`config.mk`:
```
export PLATFORM = sky130hd
export DESIGN_NAME = block_mult_scheduler
export DESIGN_NICKNAME = d
export VERILOG_FILES = /design/src/rtl/block_mult_scheduler_pkg.sv /design/src/rtl/block_addr_gen.sv /design/src/rtl/block_mult_scheduler.sv
export SDC_FILE = /design/constraint.sdc
export NUM_CORES = 2
export LEC_CHECK = 0
export BUFFER_PORTS_ARGS = -buffer_cell sky130_fd_sc_hd__buf_2
export CAP_MARGIN = 15
export CORE_MARGIN = 4
export CORE_UTILIZATION = 55
export CTS_CLUSTER_SIZE = 8
export DETAILED_ROUTE_END_ITERATION = 10
export PLACE_DENSITY = 0.72
export SLEW_MARGIN = 10
export SYNTH_ARGS = -nofsm -noshare
export SYNTH_HDL_FRONTEND = slang
export SYNTH_SLANG_ARGS = --single-unit
```
`constraint.sdc`:
```
create_clock -name clk -period 20.6 [get_ports clk]
set_input_delay 1.03 -clock clk [delete_from_list [all_inputs] [get_ports clk]]
set_output_delay 1.03 -clock clk [all_outputs]
set_load 0.02 [all_outputs]
```
`src/rtl/block_mult_scheduler_pkg.sv`:
```
// Shared definitions for the 2x2-tiled matrix-multiply scheduler.
//   state_e  : scheduler FSM states
//   Slot*    : operand slot numbers carried on op_idx (A tile first, then B tile)
//   pad_dim  : rounds a matrix dimension up to the next even value
package block_mult_scheduler_pkg;

    typedef enum logic [2:0] {
        StIdle,
        StSetup,
        StFetch,
        StWait,
        StStep,
        StOut,
        StDone
    } state_e;

    // Bit 2 selects the B tile, bit 1 the row, bit 0 the column within the tile.
    localparam logic [2:0] SlotA00 = 3'd0;
    localparam logic [2:0] SlotA01 = 3'd1;
    localparam logic [2:0] SlotA10 = 3'd2;
    localparam logic [2:0] SlotA11 = 3'd3;
    localparam logic [2:0] SlotB00 = 3'd4;
    localparam logic [2:0] SlotB01 = 3'd5;
    localparam logic [2:0] SlotB10 = 3'd6;
    localparam logic [2:0] SlotB11 = 3'd7;

    // Dimensions are at most 31 bits wide, so the +1 cannot overflow.
    function automatic logic [31:0] pad_dim(input logic [31:0] d);
        return d + {31'b0, d[0]};
    endfunction

endpackage

```
`src/rtl/block_addr_gen.sv`:
```
// Operand address calculator for one word of a 2x2 tile pair.
//   tile_i_i, tile_j_i, step_k_i : current output tile (i, j) and k-step
//   slot_i                       : operand slot (A00..B11)
//   jp_i, cp_i, bb_i             : padded joint/col2 sizes and base of matrix 2
//   addr_o                       : word address of the requested operand
// Purely combinational. Every legal address is below MEMORY_HEIGHT, so
// arithmetic modulo 2**ADDR_W yields the exact result.
module block_addr_gen
    import block_mult_scheduler_pkg::*;
#(
    parameter int unsigned DIM_W  = 16,
    parameter int unsigned ADDR_W = 12
) (
    input  logic [DIM_W-1:0]  tile_i_i,
    input  logic [DIM_W-1:0]  tile_j_i,
    input  logic [DIM_W-1:0]  step_k_i,
    input  logic [2:0]        slot_i,
    input  logic [ADDR_W-1:0] jp_i,
    input  logic [ADDR_W-1:0] cp_i,
    input  logic [ADDR_W-1:0] bb_i,
    output logic [ADDR_W-1:0] addr_o
);

    logic              r;
    logic              c;
    logic [ADDR_W-1:0] row;

    always_comb begin
        r      = slot_i[1];
        c      = slot_i[0];
        row    = '0;
        addr_o = '0;
        if (slot_i >= SlotB00) begin
            // B(k,j): row 2k+r of matrix 2, column 2j+c
            row    = ADDR_W'({step_k_i, r});
            addr_o = bb_i + row * cp_i + ADDR_W'({tile_j_i, c});
        end else begin
            // A(i,k): row 2i+r of matrix 1, column 2k+c
            row    = ADDR_W'({tile_i_i, r});
            addr_o = row * jp_i + ADDR_W'({step_k_i, c});
        end
    end

endmodule

```
`src/rtl/block_mult_scheduler.sv`:
```
// Sequencing controller for the 2x2-tiled matrix-multiply datapath.
//   start, row1, joint, col2 : launch request and unpadded dimensions
//   busy, done, err          : run status
//   rd_en, rd_addr           : operand memory read port (data one cycle later)
//   op_valid, op_idx         : slot tag aligned with returning read data
//   mac_step/first/last      : multiply-accumulate strobes
//   out_valid/ready/row/col  : finished-tile handshake towards write-back
module block_mult_scheduler
    import block_mult_scheduler_pkg::*;
#(
    parameter int unsigned MEMORY_HEIGHT = 4000,
    parameter int unsigned DIM_W         = 16,
    parameter int unsigned ADDR_W        = $clog2(MEMORY_HEIGHT)
) (
    input  logic              clk,
    input  logic              rst_n,
    input  logic              start,
    input  logic [DIM_W-1:0]  row1,
    input  logic [DIM_W-1:0]  joint,
    input  logic [DIM_W-1:0]  col2,
    output logic              busy,
    output logic              done,
    output logic              err,
    output logic              rd_en,
    output logic [ADDR_W-1:0] rd_addr,
    output logic              op_valid,
    output logic [2:0]        op_idx,
    output logic              mac_step,
    output logic              mac_first,
    output logic              mac_last,
    output logic              out_valid,
    input  logic              out_ready,
    output logic [DIM_W-1:0]  out_row,
    output logic [DIM_W-1:0]  out_col
);

    state_e            state_q, state_d;
    logic [DIM_W-1:0]  row1_q, row1_d, joint_q, joint_d, col2_q, col2_d;
    logic [DIM_W-1:0]  it_q, it_d, kt_q, kt_d, ct_q, ct_d;
    logic [DIM_W-1:0]  i_q, i_d, j_q, j_d, k_q, k_d;
    logic [ADDR_W-1:0] jp_q, jp_d, cp_q, cp_d, bb_q, bb_d;
    logic [2:0]        slot_q, slot_d;
    logic              err_q, err_d;
    logic              op_valid_q;
    logic [2:0]        op_idx_q;

    logic [31:0]       rp, jp, cp;
    logic [63:0]       size_a, size_b;
    logic              dim_zero, too_big;
    logic              last_i, last_j, last_k;
    logic [ADDR_W-1:0] fetch_addr;

    // Footprint computed wide so the overflow check sees the true size.
    always_comb begin
        rp       = pad_dim(32'(row1_q));
        jp       = pad_dim(32'(joint_q));
        cp       = pad_dim(32'(col2_q));
        size_a   = 64'(rp) * 64'(jp);
        size_b   = 64'(jp) * 64'(cp);
        dim_zero = (row1_q == '0) || (joint_q == '0) || (col2_q == '0);
        too_big  = (size_a + size_b) > 64'(MEMORY_HEIGHT);
    end

    assign last_i = (i_q == it_q - DIM_W'(1));
    assign last_j = (j_q == ct_q - DIM_W'(1));
    assign last_k = (k_q == kt_q - DIM_W'(1));

    block_addr_gen #(
        .DIM_W  (DIM_W),
        .ADDR_W (ADDR_W)
    ) u_addr_gen (
        .tile_i_i (i_q),
        .tile_j_i (j_q),
        .step_k_i (k_q),
        .slot_i   (slot_q),
        .jp_i     (jp_q),
        .cp_i     (cp_q),
        .bb_i     (bb_q),
        .addr_o   (fetch_addr)
    );

    always_comb begin
        state_d = state_q;
        row1_d  = row1_q;
        joint_d = joint_q;
        col2_d  = col2_q;
        it_d    = it_q;
        kt_d    = kt_q;
        ct_d    = ct_q;
        jp_d    = jp_q;
        cp_d    = cp_q;
        bb_d    = bb_q;
        i_d     = i_q;
        j_d     = j_q;
        k_d     = k_q;
        slot_d  = slot_q;
        err_d   = err_q;

        unique case (state_q)
            StIdle: begin
                if (start) begin
                    row1_d  = row1;
                    joint_d = joint;
                    col2_d  = col2;
                    err_d   = 1'b0;
                    state_d = StSetup;
                end
            end
            StSetup: begin
                if (dim_zero || too_big) begin
                    err_d   = 1'b1;
                    state_d = StDone;
                end else begin
                    it_d    = DIM_W'(rp >> 1);
                    kt_d    = DIM_W'(jp >> 1);
                    ct_d    = DIM_W'(cp >> 1);
                    jp_d    = ADDR_W'(jp);
                    cp_d    = ADDR_W'(cp);
                    bb_d    = ADDR_W'(size_a);
                    i_d     = '0;
                    j_d     = '0;
                    k_d     = '0;
                    slot_d  = SlotA00;
                    state_d = StFetch;
                end
            end
            StFetch: begin
                // slot wraps back to A00 after B11, ready for the next fetch
                slot_d = slot_q + 3'd1;
                if (slot_q == SlotB11) begin
                    state_d = StWait;
                end
            end
            StWait: begin
                state_d = StStep;
            end
            StStep: begin
                if (last_k) begin
                    state_d = StOut;
                end else begin
                    k_d     = k_q + DIM_W'(1);
                    state_d = StFetch;
                end
            end
            StOut: begin
                if (out_ready) begin
                    k_d = '0;
                    if (last_j) begin
                        j_d = '0;
                        if (last_i) begin
                            i_d     = '0;
                            state_d = StDone;
                        end else begin
                            i_d     = i_q + DIM_W'(1);
                            state_d = StFetch;
                        end
                    end else begin
                        j_d     = j_q + DIM_W'(1);
                        state_d = StFetch;
                    end
                end
            end
            StDone: begin
                state_d = StIdle;
            end
            default: begin
                state_d = StIdle;
            end
        endcase
    end

    always_ff @(posedge clk or negedge rst_n) begin
        if (!rst_n) begin
            state_q    <= StIdle;
            row1_q     <= '0;
            joint_q    <= '0;
            col2_q     <= '0;
            it_q       <= '0;
            kt_q       <= '0;
            ct_q       <= '0;
            jp_q       <= '0;
            cp_q       <= '0;
            bb_q       <= '0;
            i_q        <= '0;
            j_q        <= '0;
            k_q        <= '0;
            slot_q     <= '0;
            err_q      <= 1'b0;
            op_valid_q <= 1'b0;
            op_idx_q   <= '0;
        end else begin
            state_q    <= state_d;
            row1_q     <= row1_d;
            joint_q    <= joint_d;
            col2_q     <= col2_d;
            it_q       <= it_d;
            kt_q       <= kt_d;
            ct_q       <= ct_d;
            jp_q       <= jp_d;
            cp_q       <= cp_d;
            bb_q       <= bb_d;
            i_q        <= i_d;
            j_q        <= j_d;
            k_q        <= k_d;
            slot_q     <= slot_d;
            err_q      <= err_d;
            // Tag follows the read by one cycle to line up with memory data.
            op_valid_q <= (state_q == StFetch);
            op_idx_q   <= (state_q == StFetch) ? slot_q : 3'd0;
        end
    end

    always_comb begin
        busy      = (state_q != StIdle) && (state_q != StDone);
        done      = (state_q == StDone);
        err       = err_q;
        rd_en     = (state_q == StFetch);
        rd_addr   = rd_en ? fetch_addr : '0;
        op_valid  = op_valid_q;
        op_idx    = op_idx_q;
        mac_step  = (state_q == StStep);
        mac_first = mac_step && (k_q == '0);
        mac_last  = mac_step && last_k;
        out_valid = (state_q == StOut);
        out_row   = out_valid ? i_q : '0;
        out_col   = out_valid ? j_q : '0;
    end

endmodule

```
==> summary.txt <==
slew at the pin with the worst max-slew slack: 1.07 ns
Max Freq: 72.5 MHz
CP dominant cell by count: fa_1
Syn Inst Count: 3851
Distinct cells, synth: 88
most common cell after layout, fill and taps aside: inv_1
yosys warns: 0
Final ANT Viol Nets: 0
CP peak stage delay: 0.86 ns
register area: 4130 µm²
max cap viols: 0
Total GRT Usage: 0.300
slowest cell on the critical path: xnor2_1
top_reg_cell synth: dfrtp_1
number of flops mapped to enable cells by yosys: 0
post-cts sizing count: 0
status: finished clean
final core utilization: 0.595
Max Root-Sink Buffers: 2
antenna violations before repair: 1
Skew-Pair Late Insertion Delay: 0.47 ns
vias in the first global route: 27400
Hold Crit Class: reg -> reg
first-pass GRT wire length: 150000 µm
largest net degree at the start of global routing: 89
GRT overflow: 0
Filler cells: 5269
worst clock skew: 0.0192 ns
fraction of registers with async set/reset: 1.00
Die Footprint: 64000 µm²
num ports: 108
DP HPWL: 75000 µm
drc violations: 0
Total Routed Length: 93900 µm
total number of vias: 26900
max_slew headroom: 0.279
root buffer cell: clkbuf_16
crit path DAT: 14.17 ns
Die Span Y: 253 µm
Worst Setup Start Kind: register
CP Capture Type: register
P&R area growth vs syn: 6.73%
Post-CTS Hold Buffers: 0
Post-CTS Setup Inserts: 0
multi-input logic area: 25500 µm²
final slew viol count: 0
r2r startpoint: row1_q[2]
minimum clock period: 13.79 ns
worst endpoint required time: 20.98 ns
top cells by area, synth: fa_1 30%, ha_1 13%, dfrtp_1 13%, inv_1 8.6%, nand2_1 5.9%
Core Area: 59200 µm²
clock sink count: 165
diodes inserted: 0
Iteration-0 DRC Markers: 2130
# rows: 89
hold_sp: ct_q[15]
WS Path Type: reg -> reg
detailed-route wire length per cell: 20.0 µm
depth of the CTS H-tree: 4
largest area contributor in the netlist: fa_1
synthesis-stage register bit count: 165
Vias/cell: 5.75
DR pass1 iterations: 6
RSZ-0062 raised after global routing: no
crit-path max FO: 88
Hold Fails Final Rpt: 0
die width: 253 µm
Non-Filler Instances: 4683
CTS clock-pin slew for the worst setup and hold paths: 0.08 ns
Synth top area share: 0.305
share of cells above drive strength 1: 0.0847
Avg Cell Area, Syn: 8.57 µm²
period utilization: 0.669
PortBufs: 107
gpl congestion: 0.956
CTS tree: done
Layout Nets: 4783
initial core utilization: 0.557
Seq/Total Area, Yosys: 0.125
Fin Setup TNS: 0 ns
Cell Area, Synth: 33000 µm²
setup violators final: 0
synthesized net count: 4737
crit path from: row1_q[2]
DP Cell Count: 4651
most frequent cells in the layout: 754 x inv_1, 521 x nand2_1, 503 x fa_1
CTS Buf Count: 17
## cell type report
cell class              instances  area share
inverters                     755      0.0804
flip-flops and latches        165       0.117
clock buffers                  17      0.0121
repair buffers                188      0.0326
clock inverters                15     0.00572
multi-input cells            2770       0.725
well taps                     773      0.0274
## metrics by stage
| stage | hold slack [ns] | area (µm²) | setup WS (ns) |
|---|---|---|---|
| 3_3_place_gp | 0.471 | 34600 | 7.20 |
| 6_report | 0.505 | 35200 | 6.81 |
| 5_1_grt | 0.548 | 35200 | 5.73 |
| 4_1_cts | 0.505 | 35200 | 6.93 |
| 2_1_floorplan | 0.460 | 33000 | 8.78 |
| 3_5_place_dp | 0.486 | 34600 | 7.01 |
## path summary, 6_finish.rpt
check | to | slack [ns] | depth (start not counted)
worst max register to register | j_q[10] | 6.81 | 44
max in group asynchronous | it_q[8] | 18.18 | 3
worst min-delay path | ct_q[15] | 0.50 | 2
worst max-delay path | j_q[10] | 6.81 | 44
min in group asynchronous | bb_q[10] | 0.52 | 1
worst min register to register | ct_q[15] | 0.50 | 2
## critical path: cells and delay by family, from the launching register on
| family | cells | cell delay [ns] |
|---|---|---|
| adder cells (fa/ha/maj) | 13 | 5.68 |
| buffers and inverters | 6 | 0.90 |
| flip-flops | 1 | 0.50 |
| AND/OR/NAND/NOR | 12 | 2.64 |
| AO/OA/AOI/OAI | 11 | 2.88 |
| XOR/XNOR | 2 | 1.03 |
## routing by layer
metal	global-route usage	up-vias	part of all wire
met5	0	-	0
met4	0.143	0	0.059
met3	0.0494	266	0.085
met2	0.489	1147	0.46
met1	0.393	13400	0.39
li1	-	12100	-
## cells in the mapped netlist, drive strengths merged, types with 11 or more instances
master	number
a211oi	24
a21oi	87
a31oi	16
and2	121
and3	61
buf	23
clkbuf	138
dfrtp	165
fa	503
ha	331
inv	754
mux2	51
mux2i	17
nand2	523
nand2b	12
nand3	64
nand4	22
nor2	292
nor2b	16
nor3	44
nor4	24
o21a	16
o21ai	106
o21bai	12
or2	14
or3	11
or4	11
xnor2	158
xor2	76
## logic make-up after synthesis
kind of cell / Yosys count / share of synthesized area
XOR/XNOR: 234 / 0.0621
AND/OR/NAND/NOR: 1248 / 0.176
AO/OA/AOI/OAI: 386 / 0.0788
buffers and inverters: 916 / 0.105
flip-flops: 165 / 0.125
multiplexers: 68 / 0.0225
adder cells (fa/ha/maj): 834 / 0.430
Power is left out: the tool's default activity adds up to more than one toggle a clock period on the data nets, which glitch-free logic cannot reach.
